--- src/rtl/fir_coeff_loader.sv ---
// Runtime coefficient loader for the 4-tap systolic preadd filter: collects a
// 4-beat coefficient stream into shadow registers and commits all four at once.
module fir_coeff_loader #(
    parameter string       AUTO_COMMIT = "FALSE",
    parameter logic [17:0] INIT0       = 18'h0,
    parameter logic [17:0] INIT1       = 18'h0,
    parameter logic [17:0] INIT2       = 18'h0,
    parameter logic [17:0] INIT3       = 18'h0,
    parameter string       CLKTYPE     = "NONE"
) (
    input  logic        clk_i,
    input  logic        rst_i,
    input  logic [17:0] s_dat_i,
    input  logic        s_valid_i,
    input  logic        s_last_i,
    output logic        s_ready_o,
    input  logic        update_i,
    output logic [17:0] coeff0_o,
    output logic [17:0] coeff1_o,
    output logic [17:0] coeff2_o,
    output logic [17:0] coeff3_o,
    output logic        pending_o,
    output logic        done_o,
    output logic        err_o
);

    localparam int unsigned DW   = 18;
    localparam int unsigned NTAP = 4;
    localparam bit          AUTO = (AUTO_COMMIT == "TRUE");

    typedef enum logic [1:0] {
        IDLE,
        LOAD,
        DRAIN,
        PENDING
    } state_t;

    state_t        state;
    logic [1:0]    idx;
    logic [DW-1:0] shadow [NTAP];
    logic          accept;
    logic          commit;

    // The clock-type tag only annotates the output registers for downstream tools.
    if (CLKTYPE != "NONE") begin : g_clktype_tagged
    end

    assign accept = s_valid_i && s_ready_o;
    assign commit = AUTO || update_i;

    // Control FSM, shadow capture and atomic shadow-to-active transfer.
    always_ff @(posedge clk_i or posedge rst_i) begin
        if (rst_i) begin
            state     <= IDLE;
            idx       <= 2'd0;
            for (int k = 0; k < int'(NTAP); k++) shadow[k] <= '0;
            coeff0_o  <= INIT0;
            coeff1_o  <= INIT1;
            coeff2_o  <= INIT2;
            coeff3_o  <= INIT3;
            s_ready_o <= 1'b1;
            pending_o <= 1'b0;
            done_o    <= 1'b0;
            err_o     <= 1'b0;
        end else begin
            done_o <= 1'b0;
            case (state)
                IDLE, LOAD: begin
                    if (accept) begin
                        if (idx != 2'd3) begin
                            if (!s_last_i) begin
                                shadow[idx] <= s_dat_i;
                                idx         <= idx + 2'd1;
                                state       <= LOAD;
                            end else begin
                                // Short load: drop the partial set and restart.
                                for (int k = 0; k < int'(NTAP); k++) shadow[k] <= '0;
                                err_o <= 1'b1;
                                idx   <= 2'd0;
                                state <= IDLE;
                            end
                        end else if (s_last_i) begin
                            shadow[3] <= s_dat_i;
                            pending_o <= 1'b1;
                            s_ready_o <= 1'b0;
                            state     <= PENDING;
                        end else begin
                            err_o <= 1'b1;
                            idx   <= 2'd0;
                            state <= DRAIN;
                        end
                    end
                end
                DRAIN: begin
                    if (accept && s_last_i) begin
                        state <= IDLE;
                    end
                end
                PENDING: begin
                    if (commit) begin
                        coeff0_o  <= shadow[0];
                        coeff1_o  <= shadow[1];
                        coeff2_o  <= shadow[2];
                        coeff3_o  <= shadow[3];
                        done_o    <= 1'b1;
                        pending_o <= 1'b0;
                        err_o     <= 1'b0;
                        s_ready_o <= 1'b1;
                        idx       <= 2'd0;
                        state     <= IDLE;
                    end
                end
                default: begin
                    state <= IDLE;
                end
            endcase
        end
    end

endmodule

--- config.mk ---
export PLATFORM = sky130hd
export DESIGN_NAME = fir_coeff_loader
export DESIGN_NICKNAME = d
export VERILOG_FILES = /design/src/rtl/fir_coeff_loader.sv
export SDC_FILE = /design/constraint.sdc
export NUM_CORES = 1
export LEC_CHECK = 0
export CAP_MARGIN = 30
export CORE_MARGIN = 1.5
export CORE_UTILIZATION = 40
export CTS_BUF_LIST = sky130_fd_sc_hd__clkbuf_2
export CTS_CLUSTER_DIAMETER = 50
export DETAILED_ROUTE_END_ITERATION = 12
export GPL_TIMING_DRIVEN = 0
export PLACE_DENSITY_LB_ADDON = 0.08
export SLEW_MARGIN = 20
export SYNTH_ARGS = -nofsm -noshare
export SYNTH_HDL_FRONTEND = slang
export SYNTH_SLANG_ARGS = --single-unit
--- constraint.sdc ---
create_clock -name clk_i -period 9.5 [get_ports clk_i]
set_input_delay 1.9 -clock clk_i [delete_from_list [all_inputs] [get_ports clk_i]]
set_output_delay 1.9 -clock clk_i [all_outputs]
set_load 0.02 [all_outputs]
# --- Word-level counts from Yosys, hierarchy flattened ---
# Index checks and enable logic that the tools add are counted.
totals:
  reg_bits: 152
  latchBits: 0
  mem_bits_rw: 0
  rom_bits: 0
  in_bits: 23
  out_inout_bits: 76
  wordCells: 77
  memories: 0
classes:
  n_addsub: 1
  multipliers: 0
  n_div: 0
  n_lt_le_gt_ge: 2
  eq_ne: 11
  shift: 0
  muxes: 34
  n_bitwise: 1
  reduce_logical: 14
ops:
  columns: ["operator", "count"]
  rows:
  - ["bitwise mux 72 bit", 1]
  - ["2-to-1 mux 72 bit", 1]
  - ["2-to-1 mux 18 bit", 3]
  - ["demux 18 bit (select 2 bit)", 1]
  - ["2-to-1 mux 2 bit", 8]
  - ["2-to-1 mux 1 bit", 15]
  - ["inequality test 2 bit, second input constant", 6]
  - ["AND reduction 5 bit", 2]
  - ["AND reduction 3 bit", 3]
  - ["inequality test 3 bit, second input constant", 2]
  - ["one-hot mux 1 bit (2 select lines)", 3]
  - ["one-hot mux 2 bit (3 select lines)", 1]
  - ["== test 2 bit, second input constant", 2]
  - ["one-hot mux 2 bit (2 select lines)", 1]
  - ["AND reduction 4 bit", 1]
  - ["nonzero test 2 bit", 2]
  - [">= comparator 3 bit, second input constant", 1]
  - ["logical AND 1 bit", 3]
  - ["< comparator 3 x 1 -> 1 bit, second input constant", 1]
  - ["inverter 2 -> 3 bit", 1]
  - ["adder 2 x 1 -> 2 bit, second input constant", 1]
  - ["== test 2 x 1 -> 1 bit, second input constant", 1]
  - ["zero test 2 bit", 1]
  - ["AND reduction 2 bit", 1]
  - ["OR reduction 2 bit", 1]

# --- Depth between registers and ports, before layout ---
# Gate-level depths: netlist of the first run.
logic_depth:
  depth_word: 8
  depth_mapped: 7
  depth_no_buf: 4

# --- Least setup slack after synthesis of the first run ---
# Ideal clock, no wire load.
synth_path:
  path_kind: "input to register"
  start: "input s_last_i"
  end: "register shadow[36] in the netlist's numbering"
  setup_time_ns: 0.065
  arrival_time_ns: 2.905
  required_time_ns: 9.435
  path_slack_ns: 6.529
  cell_stages: 4
  path_buffers: 2
  path_cell_list: "clkbuf_1 > nor4b_4 > buf_6 > a22o_1"
synth_between:
  elab_chain_len: 1
synth_rtl:
  columns: ["element", "line_no", "source"]
  rows:
  - ["start: declaration", "15", "input logic s_last_i,"]
  - ["2-to-1 mux 72 bit", "71", "if (!s_last_i) begin"]
  - ["end signal: indexed assignment", "72", "shadow[idx] <= s_dat_i;"]
  - ["end: declaration", "40", "logic [DW-1:0] shadow [NTAP];"]
# Every way passes these cells.
# A chain may end at the register's enable or synchronous reset.

# --- Final worst setup path of the first run ---
layout_path:
  start: "register s_ready_o"
  end: "output s_ready_o"
layout_rtl:
  columns: ["element", "line_no", "source"]
  rows:
  - ["start: declaration", "16", "output logic s_ready_o,"]
  - ["start signal: assignment", "61", "s_ready_o <= 1'b1;"]
  - ["start signal: assignment", "85", "s_ready_o <= 1'b0;"]
  - ["start signal: assignment", "108", "s_ready_o <= 1'b1;"]
# No word-level cell between the ends.

==> results of run 1 <==
sequential cells by signal, indices dropped and copies added (netlist names):
signal     flops
err_o          1
s_ready_o      1
done_o         1
state          2
coeff3_o      18
pending_o      1
coeff2_o      18
idx            2
coeff1_o      18
coeff0_o      18
shadow        72
worst min path at each step:
stage	slack, ps	endpoint	start	cells after the start
global route	540	shadow[27]	shadow[27]	1
floorplan	470	shadow[71]	shadow[71]	1
finish	520	coeff3_o[4]	coeff3_o[4]	2
global placement	470	coeff3_o[11]	coeff3_o[11]	2
CTS	520	coeff3_o[4]	coeff3_o[4]	2
detailed placement	480	coeff3_o[2]	coeff3_o[2]	2
power by group through the flow:
| stage | logic (W) | clock network [W] | registers (W) |
|---|---|---|---|
| after floorplan | 0.0000107 | 0 | 0.000659 |
| after global placement | 0.0000309 | 0 | 0.000659 |
| after detailed placement | 0.0000332 | 0 | 0.000659 |
| after CTS | 0.0000333 | 0.000340 | 0.000648 |
| after global routing | 0.0000360 | 0.000368 | 0.000648 |
| final | 0.0000321 | 0.000327 | 0.000648 |
synthesized netlist by cell type:
| cell type | number | area [µm²] |
|---|---|---|
| dfrtp_1 | 151 | 3780 |
| nand2_1 | 45 | 169 |
| buf_4 | 3 | 22.5 |
| clkbuf_1 | 4 | 15.0 |
| dfstp_2 | 1 | 26.3 |
| o22ai_1 | 1 | 6.26 |
| nor4b_4 | 1 | 23.8 |
| buf_1 | 1 | 3.75 |
| and4bb_1 | 1 | 12.5 |
| o21ai_2 | 3 | 26.3 |
| inv_1 | 23 | 86.3 |
| buf_6 | 5 | 56.3 |
| o21a_1 | 1 | 7.51 |
| mux2i_1 | 19 | 190 |
| a21oi_1 | 5 | 25.0 |
| mux2_2 | 54 | 608 |
| nand3b_4 | 1 | 20.0 |
| a41oi_1 | 1 | 8.76 |
| nor2_1 | 1 | 3.75 |
| buf_2 | 12 | 60.1 |
| a22o_1 | 54 | 473 |
| and3_1 | 2 | 12.5 |
| a211oi_1 | 1 | 7.51 |
| o21ai_0 | 21 | 105 |
| nand2b_1 | 3 | 18.8 |
| ha_1 | 5 | 62.6 |
| o311ai_0 | 1 | 8.76 |
| nand3_1 | 4 | 20.0 |
routing by layer:
metal | track usage, % | wire length [µm] | vias up
met5 | 0 | 0 | -
met4 | 6.89 | 244 | 0
met3 | 4.35 | 654 | 20
met2 | 26.1 | 5790 | 102
met1 | 26.1 | 6220 | 1870
li1 | - | - | 1717
metrics by stage:
| stage | setup slack, ps | utilization (%) | power, W |
|---|---|---|---|
| floorplan | 3510 | - | 0.000670 |
| global placement | 1540 | 49.0 | 0.000690 |
| detailed placement | 5750 | 49.3 | 0.000692 |
| CTS | 5560 | 50.6 | 0.00102 |
| global route | 5510 | 50.6 | 0.00105 |
| finish | 5650 | 50.6 | 0.00101 |
logic make-up after synthesis:
| group | count (synthesis) |
|---|---|
| buf+inv | 48 |
| compound gates | 88 |
| flops | 152 |
| fa+ha+maj | 5 |
| mux | 73 |
| simple gates | 58 |
layout make-up:
class / instances / area, µm² / share of cell area, %
Clock buffer: 24 / 120 / 1.65
Buffer: 25 / 158 / 2.16
Clock inverter: 5 / 75.1 / 1.03
Inverter: 23 / 93.8 / 1.29
Tap cell: 184 / 230 / 3.15
Sequential cell: 152 / 3800 / 52.1
Multi-Input combinational cell: 224 / 1810 / 24.8
Timing Repair Buffer: 99 / 1010 / 13.8
==> metrics list, run 1 <==
- #FFs+latches synth: 152
- Dpl cell area: 0.00710 mm²
- Area growth syn-to-layout: 24.6%
- Adder-cell share of the synthesized area: 1.07%
- Largest family of logic cells by synthesized area: multiplexers
- The worst setup path is captured at a primary output.
* Initial DRC Count: 247
* Setup repair after global routing missed its margin: false
* Source of the worst register-to-register timing path: idx[0]
- Synthesized net count: 452
* Number of cells upsized or downsized after cts: 0
* Die outline height: 124 µm
- Once the floorplan was initialized, standard cells occupied 40.6% of the core.
* Worst-skew pair later-pin latency: 690 ps
* CTS tree: yes
- Adding up every negative setup slack in the final design gives 0 ps.
* Leakage dissipation: 3.50 nW
- Once detail routing completed, the nets flagged for antenna violations numbered 0.
- In this run the horizontal extent of the chip is 124 µm.
* Flop pwr share: 64.4%
* Number of standard cells in the layout, taps in and fillers out: 736
- The number of antenna diodes in the final layout is 0.
* I/O pin count: 99
- Pin count of the biggest net entering global routing: 98
* GRT Resource Usage Total: 18.0%
* Cell area after synthesis: 0.00586 mm²
* Number of hold violations in the final report: 0
* Number of buffer and inverter stages on the critical path: 1
- Each instance of the synthesized netlist takes up on average 13.8 µm².
- Synthesis handed over a netlist of 424 instances.
- The cell family contributing the most delay on the critical path is flip-flops.
* Clock transition at path regs: 190 ps
- Sort of element at the start of the critical path: flip-flop
- Max-cap violations in this run came to 0.
- Outcome: finished, final reports clean
- Slew @ Worst Pin: 602 ps
* Critical path depth: 1
- For this run, the slowest stage of the critical path takes 660 ps.
* Portion of total power attributed to combinational logic: 3.2%
* Count of input and output buffers: 98
- Total of hold buffers inserted after clock tree synthesis: 0
* Share of synthesized cell area in and, or, nand and nor gates: 4.78%
- The largest individual stage delay along the critical path comes from the cell dfstp_2.
- Buffer type at the clock tree root: clkbuf_2
- Cell internal power was estimated by the tool at 0.000780 W.
- Area fraction in compound gates after synthesis: 11.4%
- Period utilization: 40.5%
- In this run the critical register-to-register path is captured at shadow[58].
- The share of the Yosys chip area taken by registers is 65.0%.
* Total clock buffers created by CTS: 17
* Synth Area in XOR/XNOR: 0%
- Core ar.: 0.0144 mm²
- The floorplan step defined a die boundary enclosing 0.0154 mm².
* DR pass1 iterations: 4
* Number of design rule violations left after detail routing: 0
- At the worst endpoint, the required time is 7600 ps.
* Share of post-route cells with drive strength above 1: 19.7%
- Total setup buffers inserted after CTS: 0
- R2R setup slack: 7490 ps
- Power spent charging and discharging nets: 0.000227 W
- Once placement completed, the tool counted placed cells totaling 707.
- Final hold analysis gives a worst-case slack of 515 ps.
- The number of max-slew violations in the final report is 0.
- Of all nets on the critical path, the largest fanout is 8.
- The H-tree was split into 4 levels.
- Final wirelength: 12900 µm
- Worst Hold Class: reg -> reg
* Overflow after GRT: 0
- Via total after detailed routing: 3709
- Library cells used by synthesis: 28
- Dividing the detail-routed via count by the number of cells gives 5.04.
* Beginning of the critical path: s_ready_o
* Arrival time at the worst endpoint: 1950 ps
- Clock tree synthesis found a total of 152 sinks.
* Most frequent cells in the layout: 151 x dfrtp_1, 98 x clkdlybuf4s50_1, 54 x a22o_1, 54 x mux2_2, 45 x nand2_1
* Fillcell total: 1299
- Cell depth of the worst flop-to-flop path: 6
- The wire-length estimate of the detail-placed layout is 9040 µm.
* Final GP Congestion: 0.799
- Number of setup violations in the final report: 0
- After detailed routing, the average wire length per cell comes to 17.5 µm.
- Worst-case clock skew: 28.6 ps
- The first global-routing pass estimated 20200 µm of wire.
- Worst path cell trace: clkdlybuf4s50_1
- Most common cell after layout, fill and taps aside: dfrtp_1
- Power density over cell area: 138 mW/mm²
- Design Area, Final: 0.00730 mm²
* Initial antenna violation count: 0
* Max-slew headroom at the worst pin: 59.9%
- Static timing analysis puts the maximum clock frequency at 260 MHz.
- The most critical setup path has its endpoint at s_ready_o.
* Clock network fraction of total power: 32.4%
* Number of rows in the core area: 44
- Total Nets Final: 570
- Number of global-route vias before repair: 3677
- Yosys warns: 0
- After synthesis, the share of cell area in mux cells is 13.6%.
- Number of buffers between clock root and the deepest sink: 2
* Crit Path Category: reg -> out
- Switching Share: 22.5%
- VDD IR max: 65.2 µV
* Tmin final: 3850 ps
Power figures use the tool's default switching activity.
==> inputs of run 2 (changes only) <==
Clock period 9.5 ns to 3.6 ns, I/O delays scaled along.
==> run 2 against run 1 <==
Setup slack worse by 4700 ps. Non-clock buffer count grew 3. Count of clock-buffer cells in the layout fell by 3. Critical path type unchanged. Largest cell class unchanged. Largest power group unchanged.
==> metrics list, run 2 (synthesis results as in run 1) <==
- The number of DRC markers after the initial detailed-route iteration came to 235 (-4.9%).
* Worst-case clock skew: 27.4 ps (-1.19 ps)
- Total of hold buffers inserted after clock tree synthesis: 0 (unchanged)
- The number of standard-cell rows in the floorplan is 44 (unchanged).
* H-tree Lvls: 4 (unchanged)
* GRT met3 Usage: 4.90% (+0.55 points)
* Area growth syn-to-layout: 24.9%
* Sort of element at the start of the critical path: flip-flop
- Number of global-route vias before repair: 3801 (+3.4%)
* Wire length of the first global-routing pass: 20600 µm (+1.8%)
- Overflow after GRT: 0 (unchanged)
- The combined global-route utilization of all metal layers came to 18.3% (+0.26 points).
- The count of antenna diodes in the layout came to 0 (unchanged).
- The number of flip-flops in the largest register came to 72 (unchanged).
* Number of setup violations in the final report: 0 (unchanged)
- met2 is the most crowded layer.
- # clock sinks: 152 (unchanged)
- The number of hold violations in the final report was 0 (unchanged).
- VDD IR max: 136 µV (+110%)
- Setup repair after global routing missed its margin: false
* Share of post-route cells with drive strength above 1: 20.3% (+0.50 points)
* Worst endpoint required time: 2880 ps (-4720 ps)
* Floorplan die area: 0.0154 mm² (unchanged)
* I/O pin count: 99 (unchanged)
- In the finished design, the share of the clock period the worst path needs comes to 74.4%.
- Total setup buffers inserted after CTS: 0 (unchanged)
- The die height was 124 µm (unchanged).
* Crit Path Category: reg -> out
* Final GP Congestion: 0.828 (+3.7%)
- The cell family contributing the most delay on the critical path is flip-flops.
- Core ar.: 0.0144 mm² (unchanged)
* Number of buffers between clock root and the deepest sink: 2 (unchanged)
- The pin count of the biggest net entering global routing was 37 (-62%).
* CTS tree: yes
- Worst path cell trace: clkdlybuf4s50_1
* Upper clock frequency limit: 374 MHz
* Post-DRT Antenna Nets: 0 (unchanged)
* Number of cells upsized or downsized after cts: 0 (unchanged)
- The x dimension of the die came to 124 µm (unchanged).
- Total clock buffers created by CTS: 17 (unchanged)
- GR Layer Usage met1: 25.5% (-0.60 points)
- Number of max-capacitance violations reported: 0 (unchanged)
- Leaving out fill and tap cells, the most frequent cells in the layout are 151 x dfrtp_1, 98 x clkdlybuf4s50_1, 54 x a22o_1, 54 x mux2_2, 45 x nand2_1.
- Design Power: 0.00254 W (+150%)
* Clock transition at path regs: 200 ps (about the same)
- Via total after detailed routing: 3751 (+1.1%)
- The initial antenna violation count is 0 (unchanged).
- Final HPWL DP: 9410 µm (+4.1%)
* Ratio of routed vias to standard cells: 5.06 (+0.31%)
- The path class of the tightest hold or removal check is in -> async.
- The detailed-router iteration count before antenna repair was 4 (unchanged).
- The starting density of the core came to 40.6% (unchanged).
* Crit path capture type: primary output
* Met2 track utilization from global routing: 27.0% (+0.90 points)
* Number of buffer and inverter stages on the critical path: 1 (unchanged)
* Leakage dissipation: 3.50 nW (about the same)
- The library cell used most frequently in the layout, excluding fill and tap cells, is dfrtp_1.
* Routed wirelength normalized by instance count: 17.5 µm (-0.17%)
- CP max-delay cell: dfstp_2
- Slew @ Worst Pin: 638 ps (+36.0 ps)
- The setup TNS after final layout was 0 ps (unchanged).
- Worst-skew pair later-pin latency: 700 ps (about the same)
- Max stage delay on crit path: 650 ps (about the same)
- Arrival time at the worst endpoint: 1960 ps (about the same)
- Total Nets Final: 573 (+0.53%)
- The detailed-route wire length is 13000 µm (+0.64%).
* Power density over cell area: 347 mW/mm² (+150%)
- The number of buffer cells added on primary ports was 98 (unchanged).
* Max-slew headroom at the worst pin: 57.4% (-2.5 points)
- The tree is rooted in a clkbuf_2.
- The worst-path maximum fanout is 8 (unchanged).
- Top register by number of flip-flops: shadow
* Outcome: finished, final reports clean
- Tmin final: 2680 ps
- The number of max-slew violations in the final report came to 0 (unchanged).
* Number of design rule violations left after detail routing: 0 (unchanged)
-- run 2: cell count changes in the layout (fill, tap and decap cells not counted) --
| cell | before | now |
|---|---|---|
| clkinv_2 | 0 | 4 |
| buf_12 | 0 | 4 |
| clkbuf_2 | 24 | 21 |
| buf_16 | 1 | 0 |
| clkinv_1 | 2 | 4 |
| clkinv_4 | 0 | 1 |
| clkinvlp_4 | 1 | 3 |
| inv_8 | 1 | 0 |
| bufinv_16 | 2 | 0 |
-- run 2: routing by layer --
| metal | wire (µm) | vias up |
|---|---|---|
| met5 | 0 | - |
| met4 | 240 | 0 |
| met3 | 620 | 21 |
| met2 | 5970 | 85 |
| met1 | 6170 | 1916 |
| li1 | - | 1729 |
-- run 2: final cells by class --
type                            count  area [µm²]
Buffer                             25         158
Multi-Input combinational cell    224        1810
Inverter                           23        90.1
Sequential cell                   152        3800
Clock inverter                     11        58.8
Clock buffer                       21         105
Fill cell                        1302        7110
Tap cell                          184         230
Timing Repair Buffer              102        1060
-- run 2: per-stage QoR --
| step | instances | hold slack, ps | cell area, µm² | util (%) | setup slack [ps] |
|---|---|---|---|---|---|
| 2_1_floorplan | 424 | 467 | 5860 | - | 964 |
| 3_3_place_gp | 706 | 473 | 7070 | 49.0 | -265 |
| 3_5_place_dp | 710 | 475 | 7150 | 49.6 | 1000 |
| 4_1_cts | 742 | 344 | 7320 | 50.7 | 810 |
| 5_1_grt | 742 | 362 | 7320 | 50.7 | 794 |
| 6_report | 742 | 423 | 7320 | 50.7 | 923 |
-- run 2: final timing paths --
path                        startpoint     endpoint  slack [ps]  depth (start not counted)
max                          s_ready_o    s_ready_o         920                          1
min                              rst_i   shadow[51]         420                          2
max reg2reg                     idx[0]   shadow[57]        1530                          6
min reg2reg                coeff3_o[2]  coeff3_o[2]         510                          2
max in group asynchronous        rst_i   shadow[14]        2390                          4
min in group clk_i         coeff3_o[2]  coeff3_o[2]         510                          2
-- run 2: power breakdown --
group	internal, W	switching, W	total, W
clock network	0.000177	0.000564	0.000740
registers	0.00171	0	0.00171
logic	0.0000311	0.0000594	0.0000905
total	0.00192	0.000623	0.00254
-- run 2: worst reg2reg max path, cell delays in order (launching register included) --
cell	delay, ps
dfrtp_1	490
ha_1	330
and4bb_1	280
buf_2	170
o21ai_2	180
buf_2	270
a22o_1	260
==> inputs of run 3 (changes only) <==
Clock period 3.6 ns to 2.8 ns, I/O delays scaled along.
==> results of run 3 <==
Same layout as run 2 (identical final DEF). Status: finished, final reports clean.
Main changes from that run: setup slack after placement 1000 ps -> 361 ps; setup slack after layout 923 ps -> 283 ps; hold slack 423 ps -> 263 ps; register-to-register setup slack 1530 ps -> 730 ps; total power 0.00254 W -> 0.00327 W; worst IR drop on VDD 136 µV -> 175 µV
